--- src/rtl/order_scheduler.sv ---
// Sequences host/panel motor-DAC orders into SendingUnit, round-robin, one at a time.
// Latency: grant and command strobe one cycle after the request is sampled; all outputs registered.
// Backpressure: send_ready=0 stalls arbitration, WAIT holds until send_done; requests stay pending.
// Optional macro ORDER_TIMEOUT_EN: WAIT watchdog of TIMEOUT cycles with sticky timeout_err.
module order_scheduler #(
  parameter int AMT_W   = 8,
  parameter int TIMEOUT = 255
) (
  input  logic             clk,
  input  logic             rst_n,
  input  logic             host_req,
  input  logic [2:0]       host_cmd,
  input  logic [AMT_W-1:0] host_amt,
  output logic             host_gnt,
  input  logic             pnl_req,
  input  logic [2:0]       pnl_cmd,
  input  logic [AMT_W-1:0] pnl_amt,
  output logic             pnl_gnt,
  input  logic             send_ready,
  input  logic             send_done,
  output logic             ValidSignal,
  output logic [AMT_W-1:0] AmountSignal,
  output logic             increaseSignal,
  output logic             decreaseSignal,
  output logic             onSignal,
  output logic             offSignal,
  output logic             busy,
  output logic             last_src,
  output logic             cmd_err,
  output logic             timeout_err
);

  typedef enum logic [1:0] {
    S_IDLE  = 2'd0,
    S_ISSUE = 2'd1,
    S_WAIT  = 2'd2
  } state_t;

  localparam logic [2:0] CMD_ON  = 3'd0;
  localparam logic [2:0] CMD_OFF = 3'd1;
  localparam logic [2:0] CMD_INC = 3'd2;
  localparam logic [2:0] CMD_DEC = 3'd3;
  localparam logic [2:0] CMD_SET = 3'd4;

  // A zero limit would mean leaving WAIT before it was entered.
  if (TIMEOUT < 1) begin : g_timeout_range
    $error("order_scheduler: TIMEOUT must be at least 1");
  end

  state_t           state;
  state_t           state_nxt;
  logic [2:0]       cmd_q;
  logic [2:0]       cmd_nxt;
  logic [AMT_W-1:0] amt_nxt;
  logic             last_src_nxt;
  logic             host_gnt_nxt;
  logic             pnl_gnt_nxt;
  logic             on_nxt;
  logic             off_nxt;
  logic             inc_nxt;
  logic             dec_nxt;
  logic             valid_nxt;
  logic             cmd_err_nxt;
  logic             busy_nxt;
  logic             pick_pnl;
  logic [2:0]       win_cmd;
  logic [AMT_W-1:0] win_amt;

`ifdef ORDER_TIMEOUT_EN
  localparam int CNT_W = $clog2(TIMEOUT + 1);

  logic [CNT_W-1:0] cnt;
  logic [CNT_W-1:0] cnt_inc;
  logic             tmo_hit;

  assign cnt_inc = cnt + CNT_W'(1);
`endif

  // Winner selection: a lone requester wins, a tie goes to the source not served last.
  always_comb begin
    pick_pnl = pnl_req && (!host_req || !last_src);
    win_cmd  = pick_pnl ? pnl_cmd : host_cmd;
    win_amt  = pick_pnl ? pnl_amt : host_amt;
  end

  // Next-state and next-output decode; every output is the registered copy of these values.
  always_comb begin
    state_nxt    = state;
    cmd_nxt      = cmd_q;
    amt_nxt      = AmountSignal;
    last_src_nxt = last_src;
    host_gnt_nxt = 1'b0;
    pnl_gnt_nxt  = 1'b0;
    on_nxt       = 1'b0;
    off_nxt      = 1'b0;
    inc_nxt      = 1'b0;
    dec_nxt      = 1'b0;
    valid_nxt    = 1'b0;
    cmd_err_nxt  = 1'b0;
`ifdef ORDER_TIMEOUT_EN
    tmo_hit      = 1'b0;
`endif
    case (state)
      S_IDLE: begin
        if (send_ready && (host_req || pnl_req)) begin
          state_nxt    = S_ISSUE;
          cmd_nxt      = win_cmd;
          last_src_nxt = pick_pnl;
          host_gnt_nxt = !pick_pnl;
          pnl_gnt_nxt  = pick_pnl;
          case (win_cmd)
            CMD_ON:  on_nxt  = 1'b1;
            CMD_OFF: off_nxt = 1'b1;
            CMD_INC: inc_nxt = 1'b1;
            CMD_DEC: dec_nxt = 1'b1;
            CMD_SET: begin
              valid_nxt = 1'b1;
              amt_nxt   = win_amt;
            end
            default: cmd_err_nxt = 1'b1;
          endcase
        end
      end
      S_ISSUE: begin
        // An illegal code produced no strobe, so there is nothing to wait for.
        state_nxt = (cmd_q > CMD_SET) ? S_IDLE : S_WAIT;
      end
      S_WAIT: begin
        if (send_done) begin
          state_nxt = S_IDLE;
        end
`ifdef ORDER_TIMEOUT_EN
        else if (cnt_inc == CNT_W'(TIMEOUT)) begin
          state_nxt = S_IDLE;
          tmo_hit   = 1'b1;
        end
`endif
      end
      default: state_nxt = S_IDLE;
    endcase
    busy_nxt = (state_nxt != S_IDLE);
  end

  // State and registered outputs.
  always_ff @(posedge clk or negedge rst_n) begin
    if (!rst_n) begin
      state          <= S_IDLE;
      cmd_q          <= 3'd0;
      AmountSignal   <= '0;
      last_src       <= 1'b1;
      host_gnt       <= 1'b0;
      pnl_gnt        <= 1'b0;
      onSignal       <= 1'b0;
      offSignal      <= 1'b0;
      increaseSignal <= 1'b0;
      decreaseSignal <= 1'b0;
      ValidSignal    <= 1'b0;
      cmd_err        <= 1'b0;
      busy           <= 1'b0;
    end else begin
      state          <= state_nxt;
      cmd_q          <= cmd_nxt;
      AmountSignal   <= amt_nxt;
      last_src       <= last_src_nxt;
      host_gnt       <= host_gnt_nxt;
      pnl_gnt        <= pnl_gnt_nxt;
      onSignal       <= on_nxt;
      offSignal      <= off_nxt;
      increaseSignal <= inc_nxt;
      decreaseSignal <= dec_nxt;
      ValidSignal    <= valid_nxt;
      cmd_err        <= cmd_err_nxt;
      busy           <= busy_nxt;
    end
  end

`ifdef ORDER_TIMEOUT_EN
  // WAIT watchdog: zero outside WAIT so every WAIT entry starts from zero.
  always_ff @(posedge clk or negedge rst_n) begin
    if (!rst_n) begin
      cnt <= '0;
    end else if (state != S_WAIT) begin
      cnt <= '0;
    end else if (!send_done) begin
      cnt <= cnt_inc;
    end
  end

  // Sticky timeout flag, cleared only by reset.
  always_ff @(posedge clk or negedge rst_n) begin
    if (!rst_n) begin
      timeout_err <= 1'b0;
    end else if (tmo_hit) begin
      timeout_err <= 1'b1;
    end
  end
`else
  assign timeout_err = 1'b0;
`endif

endmodule
--- config.mk ---
export PLATFORM = sky130hd
export DESIGN_NAME = order_scheduler
export DESIGN_NICKNAME = d
export VERILOG_FILES = /design/src/rtl/order_scheduler.sv
export SDC_FILE = /design/constraint.sdc
export NUM_CORES = 1
export LEC_CHECK = 0
export CAP_MARGIN = 20
export CORE_MARGIN = 3
export CORE_UTILIZATION = 35
export DETAILED_ROUTE_END_ITERATION = 12
export GPL_ROUTABILITY_DRIVEN = 0
export GPL_TIMING_DRIVEN = 0
export PLACE_DENSITY_LB_ADDON = 0.1
export REMOVE_ABC_BUFFERS = 1
export SLEW_MARGIN = 5
export SYNTH_ARGS = -nofsm -noshare
export SYNTH_HDL_FRONTEND = slang
export SYNTH_SLANG_ARGS = --single-unit
--- constraint.sdc ---
create_clock -name clk -period 1.7 [get_ports clk]
set_clock_uncertainty 0.05 [all_clocks]
set_input_delay 0.34 -clock clk [delete_from_list [all_inputs] [get_ports clk]]
set_output_delay 0.34 -clock clk [all_outputs]
set_load 0.02 [all_outputs]
Word-level counts from Yosys, hierarchy flattened

Index checks and enable logic that the tools add are counted.
W data, S select, Z words.

Input bits: 28
Bits in registers: 23
Word-level logic and storage cells: 61

Equal/unequal tests: 6
Magnitude comparators: 1
Reduce and logical (&&, ||, !) cells: 13
Muxes and demuxes: 28

Operator list:

| operator             | number |
|---|---|
| $mux W1              | 22 |
| $mux W8              | 1 |
| $eq A3 B2 Y1 const B | 2 |
| $mux W2              | 3 |
| $pmux W2 S3          | 1 |
| $reduce_or A5 Y1     | 1 |
| $eq A3 B1 Y1 const B | 1 |
| $eq A3 B3 Y1 const B | 1 |
| $gt A3 B3 Y1 const B | 1 |
| $logic_not A1 Y1     | 3 |
| $logic_not A3 Y1     | 1 |
| $mux W3              | 1 |
| $reduce_and A3 Y1    | 1 |
| $eq A2 B1 Y1 const B | 1 |
| $eq A2 B2 Y1 const B | 1 |
| $logic_and A1 B1 Y1  | 2 |
| $logic_not A2 Y1     | 1 |
| $logic_or A1 B1 Y1   | 2 |
| $reduce_and A2 Y1    | 1 |
| $reduce_bool A2 Y1   | 1 |

Longest topological paths before layout

Gate-level depths: netlist of the first run.

Depth after elaboration: 9
Depth in mapped cells: 6
Mapped depth without buffers: 5

Worst setup path before layout of the first run

Ideal clock, no wire load.

Kind: register to register
Start: register last_src
End: register AmountSignal[0]
Stages on the path, launching flop included: 6
Arrival: 1.567 ns
Required time: 1.525 ns
Library setup time: 0.125 ns
Slack: -0.042 ns
Path buffers: 1
Cell sequence: dfstp_2 -> a21bo_2 -> buf_4 -> nand2_2 -> a21boi_4 -> mux2_2

Longest elaborated chain between the ends: 6

RTL lines:

| what                        | line | text |
|---|---|---|
| start, declared             | 28   | `output logic last_src,` |
| start signal, assigned      | 164  | `last_src <= last_src_nxt;` |
| $logic_not A1 Y1 *          | 81   | `pick_pnl = pnl_req && (!host_req \|\| !last_src);` |
| $logic_or A1 B1 Y1 *        | 81   |  |
| $logic_and A1 B1 Y1 *       | 81   |  |
| $mux W3                     | 82   | `win_cmd = pick_pnl ? pnl_cmd : host_cmd;` |
| $eq A3 B3 Y1                | 111  | `case (win_cmd)` |
| $reduce_and A3 Y1 (no line) | -    |  |
| end signal, assigned        | 163  | `AmountSignal <= amt_nxt;` |
| end, declared               | 22   | `output logic [AMT_W-1:0] AmountSignal,` |

Every way passes the cells marked *; elsewhere a longest branch is shown, timed or not.
A chain may end at the register's enable or synchronous reset.

Worst setup path in the final report of the first run

Ends and elaborated chain as after synthesis.

==> flow_summary.json, run 1 <==
{
  "slew_violations": 0,
  "cts_sinks": 23,
  "regMostFlops": "AmountSignal",
  "clkTransAtPathRegs_ns": 0.12,
  "grt_max_degree": 24,
  "p_leak_uw": 0.0008919,
  "synth_edf_count": 0,
  "drtIter0Drc": 37,
  "status": "completed",
  "track_usage_pct": 13.87,
  "antenna_found_initial": 0,
  "maxCapViolations": 0,
  "synth-seq-area-share_pct": 55.68,
  "r2r_cells": 5,
  "io_pins": 47,
  "fin_crit_sh_pct": 97.41,
  "core_sq_um": 2781,
  "timing_hold_violations_final": 0,
  "synth_cell_types": 24,
  "synth_top_area_cell": "dfrtp_1",
  "io_buffer_count": 45,
  "seq_power_share_pct": 43.3,
  "rows": 19,
  "n_antenna_cell": 0,
  "synth_seq_cells": 23,
  "cp_max_fo": 9,
  "first_pass_iters": 4,
  "root_buffer": "clkbuf_4",
  "wire_per_inst_um": 13.23,
  "die_x_um": 60.41,
  "stdcell_count": 182,
  "cts_tree": "yes",
  "rsz0062_at_grt": "yes",
  "grt_pass1_wl_um": 3712,
  "cp.arrival_ns": 1.81,
  "dp_hpwl_um": 1721,
  "start_kind": "flip-flop",
  "grt_overflow": 0,
  "r2r-start": "last_src",
  "netlist_instances": 98,
  "p_sw_share_pct": 34.41,
  "ys_async_sr_fraction_pct": 100.0,
  "total_power_uw": 1927,
  "grt_pass1_vias": 824,
  "internal_power_uw": 1264,
  "die-height_um": 60.41,
  "synth_flop_cell": "dfrtp_1",
  "pwr-share-clk_pct": 12.7,
  "setup_viol": 0,
  "yosys_warnings": 0,
  "fin_nets": 180,
  "dieArea_sq_um": 3649,
  "htreeDepth": 1,
  "postLayoutCoreUtil_pct": 59.06,
  "fmax_mhz": 603.9,
  "reg_top3": "AmountSignal (8), cmd_q (3), state (2)",
  "ff2ff_setup_slack_ns": 0.04,
  "drc": 0,
  "r2r_end": "AmountSignal[0]",
  "area_growth_pct": 58.58,
  "power_density_nw_per_um2": 1173,
  "largest_reg_flops": 8,
  "comb_power_share_pct": 44.0,
  "clk_latency_ns": 0.30,
  "vdd_ir_drop_max_v": 0.0006923,
  "finalWirelength_um": 2408,
  "drive_above_1_share_pct": 17.88,
  "critPathKind": "reg -> reg",
  "setup_tns_ns": 0,
  "power_switching_uw": 662.9,
  "hp-class": "in -> async",
  "final_cell_mix": "clkdlybuf4s50_1, nand2_1, dfrtp_1",
  "fin_crit_ns": 1.656,
  "syn_area_sq_um": 1036,
  "cp.required_ns": 1.85,
  "whs_ns": 0.2721,
  "ant_nets": 0,
  "cts_buffers": 3,
  "num_vias": 865,
  "tightestPinTransition_ns": 0.6263,
  "synth_area_per_cell_sq_um": 10.57,
  "initial_core_util_pct": 37.25,
  "vias_per_cell": 4.753,
  "cts_buffer_depth": 2,
  "dp.cells": 171,
  "slew_headroom_pct": 57.97,
  "synth.top_cell.area_share_pct": 53.14,
  "yosys-top-cells-area": "dfrtp_1, nand2_1, mux2_2",
  "fill_cells": 246,
  "final_common_cell": "clkdlybuf4s50_1",
  "critPathCaptureType": "flip-flop"
}
-- cells by family (layout without fill, tap and decap cells) --
group | count (synthesis) | after routing | share of synthesized area, %
other | 1 | 1 | 0.3620
AND/OR/NAND/NOR | 46 | 46 | 19.69
buffers and inverters | 5 | 58 | 2.656
multiplexers | 11 | 11 | 11.59
flip-flops | 23 | 23 | 55.68
AO/OA/AOI/OAI | 12 | 12 | 10.03
-- what timing repair did --
| action | in CTS | in global routing |
|---|---|---|
| gates resized for setup | 4 | 12 |
| setup buffers | 6 | 0 |
| gates cloned | 0 | 0 |
| endpoints found under the setup margin | 13 | 19 |
| hold buffers | 0 | 0 |
| pin swaps | 2 | 0 |
-- worst max-delay path, cell delays in order, from the launching register on --
cell,delay [ns]
dfstp_2,0.62
a21bo_4,0.19
nand2_2,0.07
a21boi_4,0.15
buf_12,0.14
mux2_2,0.32
-- power by group through the flow --
| stage | clock [uW] | combinational [uW] | sequential, uW |
|---|---|---|---|
| floorplan | 0 | 276 | 999 |
| global placement | 0 | 831 | 840 |
| detailed placement | 0 | 839 | 843 |
| CTS | 267 | 869 | 837 |
| global route | 294 | 915 | 858 |
| finish | 244 | 848 | 834 |
-- synthesized netlist by cell type, drive strengths merged (2+ instances only) --
cell and n:
dfrtp 22, o21ai 5, mux2 8, nand2b 3
nand2 31, mux2i 3, buf 3, nor2 8
inv 2, a21boi 2
-- final cells by class --
type                       count  area [sq um]  share of cell area [%]
clock inverter                 1         5.005                  0.3046
multi-input combinational     70         442.9                   26.96
tap                           31         38.79                   2.361
sequential                    23         576.8                   35.11
timing repair buffer          52         549.3                   33.43
inverter                       2         7.507                  0.4570
clock buffer                   3         22.52                   1.371
-- metal layers --
layer	vias to the layer above	track usage (%)	share of wire, %
met1	408	18.12	41
met5	-	0	0
met2	25	22.53	51
li1	430	-	-
met4	0	6.646	0.71
met3	2	2.128	6.5
-- how the worst max path moves through the flow --
stage | start | to | slack (ns) | depth (start not counted)
after floorplan | last_src | AmountSignal[0] | -0.12 | 4
after global placement | host_req | AmountSignal[1] | -0.64 | 5
after detailed placement | host_req | AmountSignal[5] | -0.64 | 5
after CTS | AmountSignal[7] | AmountSignal[7] | 0.005 | 1
after global routing | last_src | AmountSignal[5] | -0.004 | 5
final | last_src | AmountSignal[0] | 0.04 | 5
-- stage by stage --
stage,cell area (sq um),setup WS (ns)
2_1_floorplan,1016,-0.1170
3_3_place_gp,1505,-0.6382
3_5_place_dp,1505,-0.6365
4_1_cts,1599,0.004920
5_1_grt,1643,-0.003681
6_report,1643,0.04406
No activity file was read; power rests on OpenSTA's default activity.
==> inputs of run 2 (changes only) <==
Settings changed: GPL_TIMING_DRIVEN 0 to unset.
==> run 2 against run 1 <==
  * Clock power about the same
  * Power up 2.2%
  * Worst setup slack worse by 0.0062 ns
  * Register-to-register slack about the same
  * Die area unchanged
  * Worst hold slack better by 0.050 ns
  * Critical endpoint is now AmountSignal[4]
==> flow_summary.json, run 2 (synthesized netlist as in run 1, its figures left out) <==
{
  "io_pins": 47,
  "setup_viol": 0,
  "track_usage_pct": 13.70,
  "io_buffer_count": 45,
  "drc": 0,
  "fin_crit_ns": 1.662,
  "r2r_cells": 5,
  "slew_violations": 0,
  "whs_ns": 0.3226,
  "rows": 19,
  "clk_latency_ns": 0.31,
  "r2r-start": "last_src",
  "hp-class": "in -> async",
  "postPlaceCellArea_sq_um": 1610,
  "grt_max_degree": 24,
  "rsz0062_at_grt": "yes",
  "first_pass_iters": 4,
  "cts_sinks": 23,
  "initial_core_util_pct": 37.25,
  "ant_nets": 0,
  "reg_top3": "AmountSignal (8), cmd_q (3), state (2)",
  "die-height_um": 60.41,
  "dieArea_sq_um": 3649,
  "num_vias": 859,
  "cts_tree": "yes",
  "fin_nets": 188,
  "status": "completed",
  "n_antenna_cell": 0,
  "wire_per_inst_um": 12.48,
  "drtIter0Drc": 14,
  "dp_hpwl_um": 1891,
  "drive_above_1_share_pct": 22.01,
  "r2r_end": "AmountSignal[4]",
  "cp_max_fo": 9,
  "antenna_found_initial": 0,
  "pre_cts_ws_ns": -0.4348,
  "p_leak_uw": 0.0008953,
  "grt_pass1_wl_um": 3657,
  "setup_tns_ns": 0,
  "cp.required_ns": 1.85,
  "ff2ff_setup_slack_ns": 0.05,
  "setup_slack_ns": 0.03785,
  "area_growth_pct": 62.32,
  "root_buffer": "clkbuf_4",
  "maxCapViolations": 0,
  "hold_buffers": 0,
  "total_power_uw": 1968,
  "vdd_ir_drop_max_v": 0.0008391,
  "cp.arrival_ns": 1.81,
  "largest_reg_flops": 8,
  "core_sq_um": 2781,
  "die_x_um": 60.41,
  "finalWirelength_um": 2372,
  "clkTransAtPathRegs_ns": 0.13,
  "fmax_mhz": 601.6,
  "power_density_nw_per_um2": 1171,
  "grt_pass1_vias": 845,
  "fin_crit_sh_pct": 97.77,
  "critPathKind": "in -> reg",
  "cts_buffer_depth": 2,
  "final_common_cell": "clkdlybuf4s50_1",
  "grt_overflow": 0,
  "finalInstanceArea_sq_um": 1682,
  "cts_buffers": 3,
  "fill_cells": 261,
  "start_kind": "input port",
  "htreeDepth": 1,
  "timing_hold_violations_final": 0,
  "final_cell_mix": "clkdlybuf4s50_1, nand2_1, dfrtp_1",
  "regMostFlops": "AmountSignal",
  "critPathCaptureType": "flip-flop",
  "vias_per_cell": 4.521
}
run 2: changes by cell type in the layout (fill, tap and decap cells not counted), sizes merged:
| cell | change |
|---|---|
| clkdlybuf4s15 | -1 |
| buf | +8 |
| dlygate4sd2 | +1 |
| clkdlybuf4s50 | +2 |
| dlymetal6s2s | -2 |
run 2: timing repair:
action | CTS | global route
resized for setup | 2 | 10
endpoints found under the setup margin | 9 | 12
pin swaps | 1 | 0
buffers inserted | 1 | 0
run 2: metrics by stage:
step | instances | util, %
floorplan | 95 | -
global placement | 185 | 57.89
detailed placement | 185 | 57.89
CTS | 190 | 59.51
global route | 190 | 60.46
finish | 190 | 60.46
run 2: power by group:
| group | internal, uW | leakage, uW | switching, uW |
|---|---|---|---|
| Clock | 87.8 | 0.0000177 | 158 |
| Sequential | 734 | 0.000294 | 95.0 |
| Combinational | 479 | 0.000583 | 415 |
run 2: critical path: stages:
cell and delay [ns]:
clkdlybuf4s50_1 0.51, a21boi_4 0.20, nand3_2 0.11, a21boi_4 0.18, buf_12 0.14, mux2_2 0.33
run 2: worst max-delay path by stage:
stage | end | startpoint | depth (start not counted)
finish | AmountSignal[4] | pnl_req | 6
global route | AmountSignal[2] | last_src | 5
CTS | AmountSignal[5] | AmountSignal[5] | 1
detailed placement | AmountSignal[1] | host_req | 5
global placement | AmountSignal[0] | host_req | 5
floorplan | AmountSignal[0] | last_src | 4
run 2: final cells by class:
cell class,instances,area (sq um),area share [%]
clock buffers,3,22.52,1.339
repair buffers,60,595.6,35.42
flip-flops and latches,23,576.8,34.30
well taps,31,38.79,2.307
multi-input cells,70,435.4,25.89
inverters,2,7.507,0.4464
clock inverters,1,5.005,0.2976
run 2: per-layer routing:
layer | up-vias | track usage (%) | wire (um)
met4 | 0 | 6.013 | 31
met1 | 386 | 16.40 | 942
met5 | - | 0 | 0
li1 | 444 | - | -
met2 | 25 | 23.92 | 1223
met3 | 4 | 2.553 | 175
==> variant: new RTL, flow settings as in run 1 <==
Add a define of `ORDER_TIMEOUT_EN`.
--- a/src/rtl/order_scheduler.sv
+++ b/src/rtl/order_scheduler.sv
@@ -3,4 +3,6 @@
 // Backpressure: send_ready=0 stalls arbitration, WAIT holds until send_done; requests stay pending.
 // Optional macro ORDER_TIMEOUT_EN: WAIT watchdog of TIMEOUT cycles with sticky timeout_err.
+`define ORDER_TIMEOUT_EN
+
 module order_scheduler #(
   parameter int AMT_W   = 8,
Behaviour: no difference found for any inputs over 10 cycles, from zero or initial values and one cycle with rst_n low; that may be too few to reach the edited logic, so the function may still have changed.
==> variant against run 1 <==
  * Sequential power rose by 31%
  * Cell area up 37%
  * Routed wire length increased by 37%
  * The run now ends with setup timing left
  * Sequential cell count is 9 higher
  * Total power grew 43%
  * Setup slack worse by 0.21 ns
  * Cell count rose by 31%
  * Worst hold slack lost 0.22 ns
  * Largest cell class unchanged
  * Clock power grew to 2.7 times the old value
  * Area after synthesis increased by 50%
  * Critical path depth unchanged
==> variant: results (changes against run 1) <==
| Metric | Value |
|---|---|
| Setup violations, final | 8 (+8) |
| Placed Area | 2048 um^2 (+36%) |
| CTS H-tree lvls | 2 (+1) |
| Ranking of synthesized cells by area | dfrtp_1, mux2_4, mux2_2 |
| Number of DRC markers in iteration 0 | 47 (+27%) |
| Total GRT Usage | 0.1396 (+0.0008671) |
| Layout cells sized above 1 | 0.2063 (+0.02754) |
| First-pass GRT wire length | 5.747 mm (+55%) |
| Root buffer cell | clkbuf_8 |
| Wire length per cell | 13.77 um (+4.1%) |
| List of most frequent post-synthesis cells | dfrtp_1, nor2_1, nand2_1, mux2_2, mux2_4 |
| Maximum VDD drop | 742.1 uV (+7.2%) |
| Failing checks | setup timing |
| Syn Inst Count | 131 (+34%) |
| Max_slew headroom | 0.5299 (-0.04979) |
| P_leak | 0.9917 nW (+11%) |
| Outcome | finished, violations left |
| IO buf count | 46 (+2.2%) |
| WL final | 3.292 mm (+37%) |
| Top flop regs | AmountSignal x8, cnt x8, cmd_q x3 |
| Critical path's largest stage delay | 0.56 ns (-0.06 ns) |
| Sequential area share after synthesis | 0.5149 (-0.04190) |
| Setup ws final | -0.1644 ns (-0.2084 ns) |
| Netlist cell types | 40 (+67%) |
| Largest net degree at the start of global routing | 33 (+38%) |
| Total CTS buffers | 5 (+2) |
==> variant: changes by cell type after synthesis, moves of 3 or more <==
cell,run 1,this run
nand2_1,30,9
dfrtp_1,22,31
mux2_4,0,8
nand3_1,0,6
nor2_1,8,13
xor2_1,0,5
a21oi_1,0,3
nand4_1,0,3
==> variant: layer usage <==
layer	track usage	vias up	routed length [um]
met1	0.1854	555	1545
met3	0.04959	4	240
li1	-	576	-
met5	0	-	0
met2	0.2134	43	1467
met4	0.04303	0	38
==> variant: cells by family after synthesis <==
| family | share of synthesized area |
|---|---|
| simple gates | 0.1534 |
| xor+xnor | 0.03936 |
| buf+inv | 0.02730 |
| flops | 0.5149 |
| mux | 0.1590 |
| fa+ha+maj | 0.01606 |
| compound gates | 0.08996 |
==> variant: area by class of cell <==
class                           instances  area (um^2)
Fill cell                             378         1894
Sequential cell                        32        802.0
Clock buffer                            8        100.1
Timing Repair Buffer                   52        511.7
Inverter                                4        15.01
Multi-Input combinational cell         93        758.2
Tap cell                               50        62.56
==> variant: power breakdown <==
group	leakage [nW]	switching [mW]	internal, mW
sequential	0.418	0.124	0.963
clock	0.0515	0.278	0.369
combinational	0.522	0.458	0.571
==> variant: repair_timing <==
action / 4_1_cts / 5_1_grt
gates cloned: 1 / 0
gates resized for setup: 9 / 2
pin swaps: 1 / 1
endpoints found under the hold margin: 0 / 0
buffers inserted: 6 / 1
endpoints found under the setup margin: 18 / 9
==> variant: how the worst max path moves through the flow <==
stage / from / end / slack (ns) / cells past startpoint
6_report: last_src / AmountSignal[1] / -0.16 / 5
5_1_grt: last_src / AmountSignal[1] / -0.22 / 5
4_1_cts: last_src / AmountSignal[1] / -0.17 / 5
3_5_place_dp: pnl_req / AmountSignal[0] / -1.21 / 5
3_3_place_gp: pnl_req / AmountSignal[4] / -1.17 / 5
2_1_floorplan: last_src / AmountSignal[0] / -0.44 / 4
